$ cat src/rtl/demux_1to3_stream.sv
// Registered 1-to-3 stream demultiplexer with one-entry output register per channel.
// Select 2'b11 has no destination: such beats are consumed, dropped and reported.
module demux_1to3_stream #(
    parameter int DATA_W = 8,
    parameter int CNT_W  = 8
) (
    input  logic              clk,
    input  logic              rst,
    input  logic              s_valid,
    output logic              s_ready,
    input  logic [DATA_W-1:0] s_data,
    input  logic [1:0]        s_sel,
    output logic              m0_valid,
    input  logic              m0_ready,
    output logic [DATA_W-1:0] m0_data,
    output logic              m1_valid,
    input  logic              m1_ready,
    output logic [DATA_W-1:0] m1_data,
    output logic              m2_valid,
    input  logic              m2_ready,
    output logic [DATA_W-1:0] m2_data,
    output logic              err_pulse,
    output logic              err_flag,
    input  logic              err_clr,
    output logic [CNT_W-1:0]  drop_count
);

    // Handshake: a beat moves on any cycle where valid && ready are both high at
    // the rising edge; ready never looks at valid, and the sender holds data/sel
    // stable while valid && !ready.
    logic [DATA_W-1:0] r_data [3];
    logic [2:0]        r_valid;
    logic              r_err_pulse;
    logic              r_err_flag;
    logic [CNT_W-1:0]  r_drop_count;

    logic [2:0]        w_m_ready;
    logic              w_accept;
    logic              w_illegal;

    assign w_m_ready = {m2_ready, m1_ready, m0_ready};

    // A channel can take a beat when empty or when its current word drains this edge.
    always_comb begin
        s_ready = 1'b1;
        case (s_sel)
            2'b00:   s_ready = !r_valid[0] || w_m_ready[0];
            2'b01:   s_ready = !r_valid[1] || w_m_ready[1];
            2'b10:   s_ready = !r_valid[2] || w_m_ready[2];
            default: s_ready = 1'b1;
        endcase
    end

    assign w_accept  = s_valid && s_ready;
    assign w_illegal = w_accept && (s_sel == 2'b11);

    always_ff @(posedge clk) begin
        if (rst) begin
            r_valid      <= '0;
            r_err_pulse  <= 1'b0;
            r_err_flag   <= 1'b0;
            r_drop_count <= '0;
            for (int i = 0; i < 3; i++) begin
                r_data[i] <= '0;
            end
        end else begin
            for (int i = 0; i < 3; i++) begin
                if (w_accept && (s_sel == 2'(i))) begin
                    r_data[i]  <= s_data;
                    r_valid[i] <= 1'b1;
                end else if (r_valid[i] && w_m_ready[i]) begin
                    r_valid[i] <= 1'b0;
                end
            end

            r_err_pulse <= w_illegal;

            // A new illegal beat outranks a same-cycle clear request.
            if (w_illegal) begin
                r_err_flag <= 1'b1;
            end else if (err_clr) begin
                r_err_flag <= 1'b0;
            end

            if (w_illegal && (r_drop_count != {CNT_W{1'b1}})) begin
                r_drop_count <= r_drop_count + 1'b1;
            end
        end
    end

    assign m0_valid   = r_valid[0];
    assign m1_valid   = r_valid[1];
    assign m2_valid   = r_valid[2];
    assign m0_data    = r_data[0];
    assign m1_data    = r_data[1];
    assign m2_data    = r_data[2];
    assign err_pulse  = r_err_pulse;
    assign err_flag   = r_err_flag;
    assign drop_count = r_drop_count;

endmodule

$ cat config.mk
export PLATFORM = sky130hd
export DESIGN_NAME = demux_1to3_stream
export DESIGN_NICKNAME = d
export VERILOG_FILES = /design/src/rtl/demux_1to3_stream.sv
export SDC_FILE = /design/constraint.sdc
export NUM_CORES = 1
export LEC_CHECK = 0
export ABC_AREA = 1
export BUFFER_PORTS_ARGS = -buffer_cell sky130_fd_sc_hd__buf_2
export CORE_MARGIN = 5
export CORE_UTILIZATION = 27
export CTS_CLUSTER_DIAMETER = 60
export DETAILED_ROUTE_END_ITERATION = 16
export MAX_ROUTING_LAYER = met4
export SLEW_MARGIN = 20
export SYNTH_ARGS = -nofsm -noshare
export SYNTH_HDL_FRONTEND = slang
export SYNTH_SLANG_ARGS = --single-unit
$ cat constraint.sdc
create_clock -name clk -period 2.03 [get_ports clk]
set_input_delay 0.203 -clock clk [delete_from_list [all_inputs] [get_ports clk]]
set_output_delay 0.203 -clock clk [all_outputs]
set_load 0.1 [all_outputs]
### Word-level counts from Yosys, hierarchy flattened

Memories as Yosys holds them, arrays and structs flattened.
Cells that the tools add are included.

* ROM bits: 0
* memories kept: 1
* input bits: 17
* bits in latches: 0
* logic and storage cells: 58
* bits in writable memories: 24
* register bits: 13

Memory list
* r_data: depth 3, width 8, rd ports 3, clocked after memory_dff 0, wr ports 3, line 31 `logic [DATA_W-1:0] r_data [3];`

* shift operators: 0
* multipliers: 0
* order comparisons: 0
* $add $sub $neg: 1
* equal/unequal tests: 4
* reduce and logical (&&, ||, !) cells: 20
* div/mod/pow operators: 0
* mux-type cells: 23
* bitwise logic cells: 3

Operator list (count)
* 8-bit two-way mux: 3
* 1-bit two-way mux: 19
* 1-bit logical AND: 9
* 8-bit by 1-bit adder with 8-bit output (second input constant): 1
* 8-bit inequality test (second input constant): 1
* 2-bit nonzero test: 4
* 2-bit == test (second input constant): 2
* 1-bit logical NOT: 3
* 1-bit logical OR: 3
* 1-bit bitwise OR: 3
* 1-bit one-hot mux with 3 select lines: 1
* 2-bit by 1-bit == test with 1-bit output (second input constant): 1
* 2-bit logical NOT: 1

### Depth between registers and ports, before layout

Gate-level depths: netlist of the first run.

* depth after elaboration: 9
* gate-level depth with buffers: 8
* depth with buffers taken out: 8

### Worst setup path after synthesis of the first run

OpenSTA, ideal clock, no wires.

* path kind: reg2reg
* from: register r_valid[1]
* to: memory r_data[0][0] (enable)
* period minus slack after synthesis: 2.533 ns
* data arrival time: 2.235 ns
* library setup time: 0.298 ns
* stages on the path, launching flop included: 6
* data required time: 1.732 ns
* path slack: -0.503 ns
* path through: dfxtp_1 > nand2_1 > o21ai_0 > nand3_2 > nand3_1 > nand2_1

RTL lines
* start, declared: line 32 `logic [2:0] r_valid;`
* start signal, assigned: line 59 `r_valid <= '0;`
* start signal, assigned by index: line 70 `r_valid[i] <= 1'b1;`
* start signal, assigned by index: line 72 `r_valid[i] <= 1'b0;`
* end, declared: line 31

### Worst setup path in the final report of the first run

* from: register r_valid[1]
* to: output s_ready

* longest elaborated chain between the ends: 3

RTL lines
* 1-bit logical NOT: line 48 `2'b01: s_ready = !r_valid[1] || w_m_ready[1];`
* 1-bit logical OR: line 48
* 1-bit one-hot mux with 3 select lines: line 46 `case (s_sel)`
* end, declared: line 10 `output logic s_ready,`

Every way passes these cells.

==> flow_metrics.tcl, run 1 <==
set metrics [dict create \
    run_status "completed" \
    grt_overflow 0 \
    worst_setup_path_end_kind "primary output" \
    cap_violations 0 \
    initial_antenna_violation_count 0 \
    design.final.nets 224 \
    route.vias.total 1162 \
    ys_top_cells_by_area "sky130_fd_sc_hd__edfxtp_1 (48%), sky130_fd_sc_hd__dfxtp_1 (17%), sky130_fd_sc_hd__nor2_1 (7.2%)" \
    max_clock_freq_ghz 0.607 \
    number_of_detailed_route_iterations_in_the_first_pass 4 \
    synthFlopType "sky130_fd_sc_hd__edfxtp_1" \
    required_ns 1.83 \
    core-area_um2 5470 \
    totalNegativeSetupSlack_ns 0 \
    cts.sink_count 37 \
    drcViolationCount 0 \
    clock_skew_ns 0.0122 \
    cts-root-buf "sky130_fd_sc_hd__clkbuf_8" \
    sort_of_element_at_the_start_of_the_critical_path "flip-flop" \
    synth_cell_type_count 22 \
    async_reset_ff_share_pct 0 \
    worst_ep_arrival_time_ns 1.44 \
    synth_area_um2 1510 \
    number_of_global_route_vias_before_repair 1099 \
    synth.top_cell.area_share_pct 47.6 \
    mappedNetlistNets 165 \
    grt_pass1_wl_um 5310 \
    num-fill-cells 578 \
    syn-mean-instance-area_um2 10.3 \
    relSlewSlack_pct 67.2 \
    number_of_flops_mapped_to_enable_cells_by_yosys 24 \
    pin_count_of_the_biggest_net_entering_global_routing 13 \
    viasPerCell 4.16 \
    floorplan.initialDensity_pct 27.6 \
    regArea_um2 990 \
    htree_num_levels 2 \
    antennaDiodeCount 0 \
    layout_min_cycle_time_ns 1.65 \
    max-clock-path-buffers 2 \
    setup_violations 0 \
    wire_per_inst_um 11.4 \
    min_path_type "in2reg" \
    leakagePower_nw 0.905 \
    top_level_ports 55 \
    wl_um 3170 \
    timing_max_transition_violations_final 0 \
    fp-row-count 27 \
    fp.dieH_um 84.9 \
    area_growth_syn_to_layout_pct 28.9 \
    power_per_cell_area_nw_per_um2 860 \
    fin_worst_hold_slack_ns 0.108 \
    max_slew.worst_pin.slew_ns 0.496 \
    timing.final.hold_violations 0 \
    syn-instance-count 147 \
    holdBufCountCts 0 \
    post_route_cells_drive_above_1_share_pct 34.3 \
    die_x_um 84.9 \
    worst_ir_drop_vdd_mv 0.482 \
    port_buffers 54 \
    final_cell_mix "sky130_fd_sc_hd__buf_2 (54), sky130_fd_sc_hd__nor2_1 (29), sky130_fd_sc_hd__nand2_1 (24), sky130_fd_sc_hd__edfxtp_1 (24), sky130_fd_sc_hd__inv_1 (19)" \
    clk-insertion-delay-late_ns 0.28 \
    die_area_um2 7200 \
    p_total_w 0.00168 \
    ant_nets 0 \
    dp_hpwl_um 2460 \
    grt_util_all_layers_pct 9.76 \
    final_common_cell "sky130_fd_sc_hd__buf_2" \
    class_of_the_most_critical_setup_path "reg2out" \
    path_clk_slew_ns 0.08 \
    globalplace.congestion 0.772 \
    clock_tree_from_tritoncts "built" \
    synth.yosys.seq_area_share_pct 64.8 \
    synth-warning-count 0 \
    cts_buffers 5 \
    period_share_pct 81.1 \
    cts_resized 0 \
    post-cts-setup-buffers 0 \
    yosys.area.top_type "sky130_fd_sc_hd__edfxtp_1" \
    multiInputGateArea_um2 437 \
    drt_first_iter_violations 23 \
    rsz0062_at_grt "false" \
    critical_path.max_fanout 5 \
    ys_ff_latch 37 \
]
-- critical path, stage by stage (launching register included) --
cell                      delay [ns]
sky130_fd_sc_hd__dfxtp_4        0.34
sky130_fd_sc_hd__nand2_1        0.06
sky130_fd_sc_hd__o21ai_0        0.28
sky130_fd_sc_hd__nand3_4        0.15
sky130_fd_sc_hd__buf_2          0.33
-- routing by layer --
| metal | global-route usage [%] | vias up | wire, um |
|---|---|---|---|
| met1 | 12.0 | 511 | 1480 |
| met4 | 3.88 | 0 | 45 |
| met3 | 4.37 | 4 | 315 |
| li1 | - | 602 | - |
| met5 | - | - | 0 |
| met2 | 14.0 | 45 | 1330 |
-- area by class of cell --
type | count | share of cell area, %
tap | 72 | 4.62
clock buffer | 6 | 3.72
multi-input combinational | 87 | 22.4
inverter | 21 | 4.11
clock inverter | 2 | 0.577
sequential | 37 | 50.7
timing repair buffer | 54 | 13.9
-- flip-flops by register name, summed over array words and instances (netlist names) --
signal      count
r_data         24
drop_count      8
r_valid         3
err_flag        1
err_pulse       1
-- kinds of logic (layout without fill, tap and decap cells) --
logic type / Yosys count / after routing / share of synthesized area, %
fa+ha+maj: 1 / 1 / 0.827
xor+xnor: 2 / 2 / 1.16
flops: 37 / 37 / 64.8
buf+inv: 23 / 83 / 6.78
compound gates: 17 / 17 / 6.04
simple gates: 67 / 67 / 20.3
-- stage by stage --
| step | instances | utilization (%) | cell area [um2] | worst slack [ns] |
|---|---|---|---|---|
| floorplan | 147 | - | 1530 | 0.0157 |
| global route | 279 | 35.6 | 1950 | 0.276 |
| CTS | 279 | 35.6 | 1950 | 0.358 |
| global placement | 271 | 34.1 | 1870 | 0.538 |
| finish | 279 | 35.6 | 1950 | 0.383 |
| detailed placement | 271 | 34.1 | 1870 | 0.509 |
-- synth_stat cells (2+ instances only) --
cell type	number
sky130_fd_sc_hd__edfxtp_1	24
sky130_fd_sc_hd__nand2_1	24
sky130_fd_sc_hd__xor2_1	2
sky130_fd_sc_hd__a31oi_1	4
sky130_fd_sc_hd__dfxtp_1	13
sky130_fd_sc_hd__nor2_1	29
sky130_fd_sc_hd__nand2_4	2
sky130_fd_sc_hd__o21ai_0	6
sky130_fd_sc_hd__buf_6	2
sky130_fd_sc_hd__nand3_1	7
sky130_fd_sc_hd__inv_1	19
sky130_fd_sc_hd__a21oi_1	5
-- final timing paths --
kind | end | cells after the start | slack [ns] | from
worst min-delay path | err_flag | 2 | 0.11 | err_clr
worst max register to register | r_data[0][2] | 5 | 0.54 | r_valid[1]
worst min register to register | err_flag | 2 | 0.48 | err_flag
worst max-delay path | s_ready | 4 | 0.38 | r_valid[1]
-- report_power, final --
part	total [W]	leakage [nW]	switching, W	internal, W
Combinational	0.000356	0.502	0.000308	0.0000478
Clock	0.000478	0.0388	0.000240	0.000238
Sequential	0.000844	0.364	0.00000998	0.000834
No activity file was read; power rests on OpenSTA's default activity.
==> run 2, diff against run 1 <==
--- a/config.mk
+++ b/config.mk
@@ -5,7 +5,7 @@
 export SDC_FILE = /design/constraint.sdc
 export NUM_CORES = 1
 export LEC_CHECK = 0
-export ABC_AREA = 1
+export ABC_AREA = 0
 export BUFFER_PORTS_ARGS = -buffer_cell sky130_fd_sc_hd__buf_2
 export CORE_MARGIN = 5
 export CORE_UTILIZATION = 27
==> constraint.sdc (replaced) <==
create_clock -name clk -period 1.52 [get_ports clk]
set_input_delay 0.152 -clock clk [delete_from_list [all_inputs] [get_ports clk]]
set_output_delay 0.152 -clock clk [all_outputs]
set_load 0.1 [all_outputs]
==> flow_metrics.tcl, run 2 <==
set metrics [dict create \
    sort_of_element_at_the_start_of_the_critical_path "flip-flop" \
    wl_um 3650 \
    synth.yosys.seq_area_share_pct 61.4 \
    dpl_cell_area_um2 2200 \
    dpl_worst_slack_ns -0.0291 \
    clock_tree_from_tritoncts "built" \
    largest_register_ffs 24 \
    max_slew.worst_pin.slew_ns 0.657 \
    holdBufCountCts 0 \
    period_share_pct 108 \
    synth.top_cell.area_share_pct 45.1 \
    viasPerCell 4.46 \
    antennaDiodeCount 0 \
    number_of_detailed_route_iterations_in_the_first_pass 4 \
    timing.final.hold_violations 0 \
    grt_pass1_wl_um 5810 \
    layout_min_cycle_time_ns 1.65 \
    die_area_um2 7560 \
    synthFlopType "sky130_fd_sc_hd__edfxtp_1" \
    max_clock_freq_ghz 0.607 \
    floorplan.initialDensity_pct 27.3 \
    cts.sink_count 37 \
    core-area_um2 5850 \
    r2r_worst_path_depth 6 \
    drt_first_iter_violations 30 \
    count_leader_synth "sky130_fd_sc_hd__edfxtp_1" \
    worst_ir_drop_vdd_mv 0.443 \
    leakagePower_nw 0.949 \
    power_per_cell_area_nw_per_um2 1120 \
    port_buffers 54 \
    multiInputGateArea_um2 693 \
    initial_antenna_violation_count 0 \
    run_status "finished, violations left" \
    most_frequent_cells_after_synthesis "sky130_fd_sc_hd__edfxtp_1 (24), sky130_fd_sc_hd__dfxtp_1 (13), sky130_fd_sc_hd__nor4b_1 (9)" \
    worst_ep_arrival_time_ns 1.50 \
    design.final.nets 204 \
    final_cell_mix "sky130_fd_sc_hd__buf_2 (53), sky130_fd_sc_hd__edfxtp_1 (24), sky130_fd_sc_hd__buf_4 (15)" \
    die_x_um 86.9 \
    rrSetupSlack_ns -0.11 \
    clk-insertion-delay-late_ns 0.29 \
    post_route_cells_drive_above_1_share_pct 59.4 \
    number_of_flops_mapped_to_enable_cells_by_yosys 24 \
    min_path_type "in2reg" \
    max-clock-path-buffers 2 \
    timing_max_transition_violations_final 0 \
    synth_cell_type_count 37 \
    num-fill-cells 558 \
    globalplace.congestion 0.690 \
    hold-path-cell-count 3 \
    worst_r2r_endpoint "r_data[0][21]" \
    ys_ff_latch 37 \
    largest_register "r_data" \
    ys_top_cells_by_area "sky130_fd_sc_hd__edfxtp_1 (45%), sky130_fd_sc_hd__dfxtp_1 (16%), sky130_fd_sc_hd__nor4b_1 (4.9%)" \
    hold_path.startpoint "err_clr" \
    fp-row-count 28 \
    cap_violations 0 \
    dp_hpwl_um 2850 \
    required_ns 1.37 \
    final_common_cell "sky130_fd_sc_hd__buf_2" \
    cts-root-buf "sky130_fd_sc_hd__clkbuf_8" \
    timing.rr.start "r_valid[0]" \
    ant_nets 0 \
    synth-warning-count 0 \
    mappedNetlistNets 134 \
    p_total_w 0.00267 \
    rsz0062_at_grt "true" \
    relSlewSlack_pct 56.0 \
    final.setup.worst_slack_ns -0.127 \
    drcViolationCount 0 \
    violations "setup timing" \
    worst_setup_path_end_kind "primary output" \
    holdPathEnd "err_flag" \
    syn-instance-count 116 \
    wire_per_inst_um 13.9 \
    class_of_the_most_critical_setup_path "reg2out" \
    htree_num_levels 2 \
    pin_count_of_the_biggest_net_entering_global_routing 22 \
    cts_buffers 5 \
    finish.instance_area_um2 2380 \
    number_of_global_route_vias_before_repair 1204 \
    yosys.area.top_type "sky130_fd_sc_hd__edfxtp_1" \
    synth_area_um2 1600 \
    top_level_ports 55 \
    setup_violations 38 \
    grt_overflow 0 \
    route.vias.total 1168 \
    path_clk_slew_ns 0.08 \
    grt_util_all_layers_pct 10.3 \
    clock_skew_ns 0.00670 \
    syn-mean-instance-area_um2 13.8 \
    async_reset_ff_share_pct 0 \
    critical_path.max_fanout 2 \
    fp.dieH_um 86.9 \
    regArea_um2 1010 \
    area_growth_syn_to_layout_pct 48.7 \
]
run 2: cell types whose count changed in the layout (fill, tap and decap cells not counted), sizes merged, moves of 4 or more:
cell,previous run,this run
nor2,31,5
nand2,26,2
buf,54,71
inv,20,3
nor4b,0,11
nand2b,0,8
o21ai,7,0
nand3,9,3
nor2b,0,5
mux2,0,4
run 2: layout make-up:
class	instances	area share, %
Sequential cell	37	42.7
Multi-Input combinational cell	69	29.2
Timing Repair Buffer	71	18.1
Tap cell	75	3.95
Clock buffer	5	2.90
Clock inverter	3	2.90
Inverter	2	0.316
run 2: kinds of logic after synthesis:
logic type / synth area share, %
DFF: 61.4
AOI/OAI and AO/OA: 8.15
buffers and inverters: 3.52
muxes: 3.68
and+or+nand+nor: 22.5
adders and majority gates: 0.783
run 2: power by group:
group / switching (W) / internal (W)
clock network: 0.000366 / 0.000661
logic: 0.000421 / 0.000102
registers: 0.0000127 / 0.00111
run 2: stage by stage:
step                      setup TNS [ns]  utilization [%]  instances  hold WS (ns)
after floorplan                    -4.06                -        116         0.319
after global placement                 0             37.6        253         0.427
after detailed placement         -0.0844             37.6        253         0.431
after CTS                          -3.22             40.7        263         0.110
after global routing               -4.43             40.6        262         0.113
final                              -2.29             40.6        262         0.118
run 2: worst max path at each step:
stage | from | endpoint | depth (start not counted)
2_1_floorplan | drop_count[1] | drop_count[6] | 5
3_3_place_gp | drop_count[1] | drop_count[0] | 4
3_5_place_dp | drop_count[1] | drop_count[6] | 4
4_1_cts | r_valid[0] | s_ready | 5
5_1_grt | r_valid[0] | s_ready | 5
6_report | r_valid[0] | s_ready | 5
run 2: worst max-delay path, cell delays in order, from the launching register on:
cell,delay [ns]
sky130_fd_sc_hd__dfxtp_4,0.34
sky130_fd_sc_hd__or3b_1,0.35
sky130_fd_sc_hd__a21oi_2,0.18
sky130_fd_sc_hd__buf_12,0.12
sky130_fd_sc_hd__a31oi_4,0.03
sky130_fd_sc_hd__buf_12,0.19
run 2: layer usage:
metal  wire length [um]  GRT usage (%)  vias to the layer above
met4                 44           3.40                        0
met1               1580           12.4                      534
met3                351           3.41                        5
met2               1680           16.3                       48
li1                   -              -                      581
met5                  0              -                        -
run 2: what timing repair did:
item,4_1_cts,5_1_grt
setup endpoints to repair,6,42
resized for setup,8,1
pin swaps,2,3
buffers inserted,2,0
hold endpoints to repair,0,0
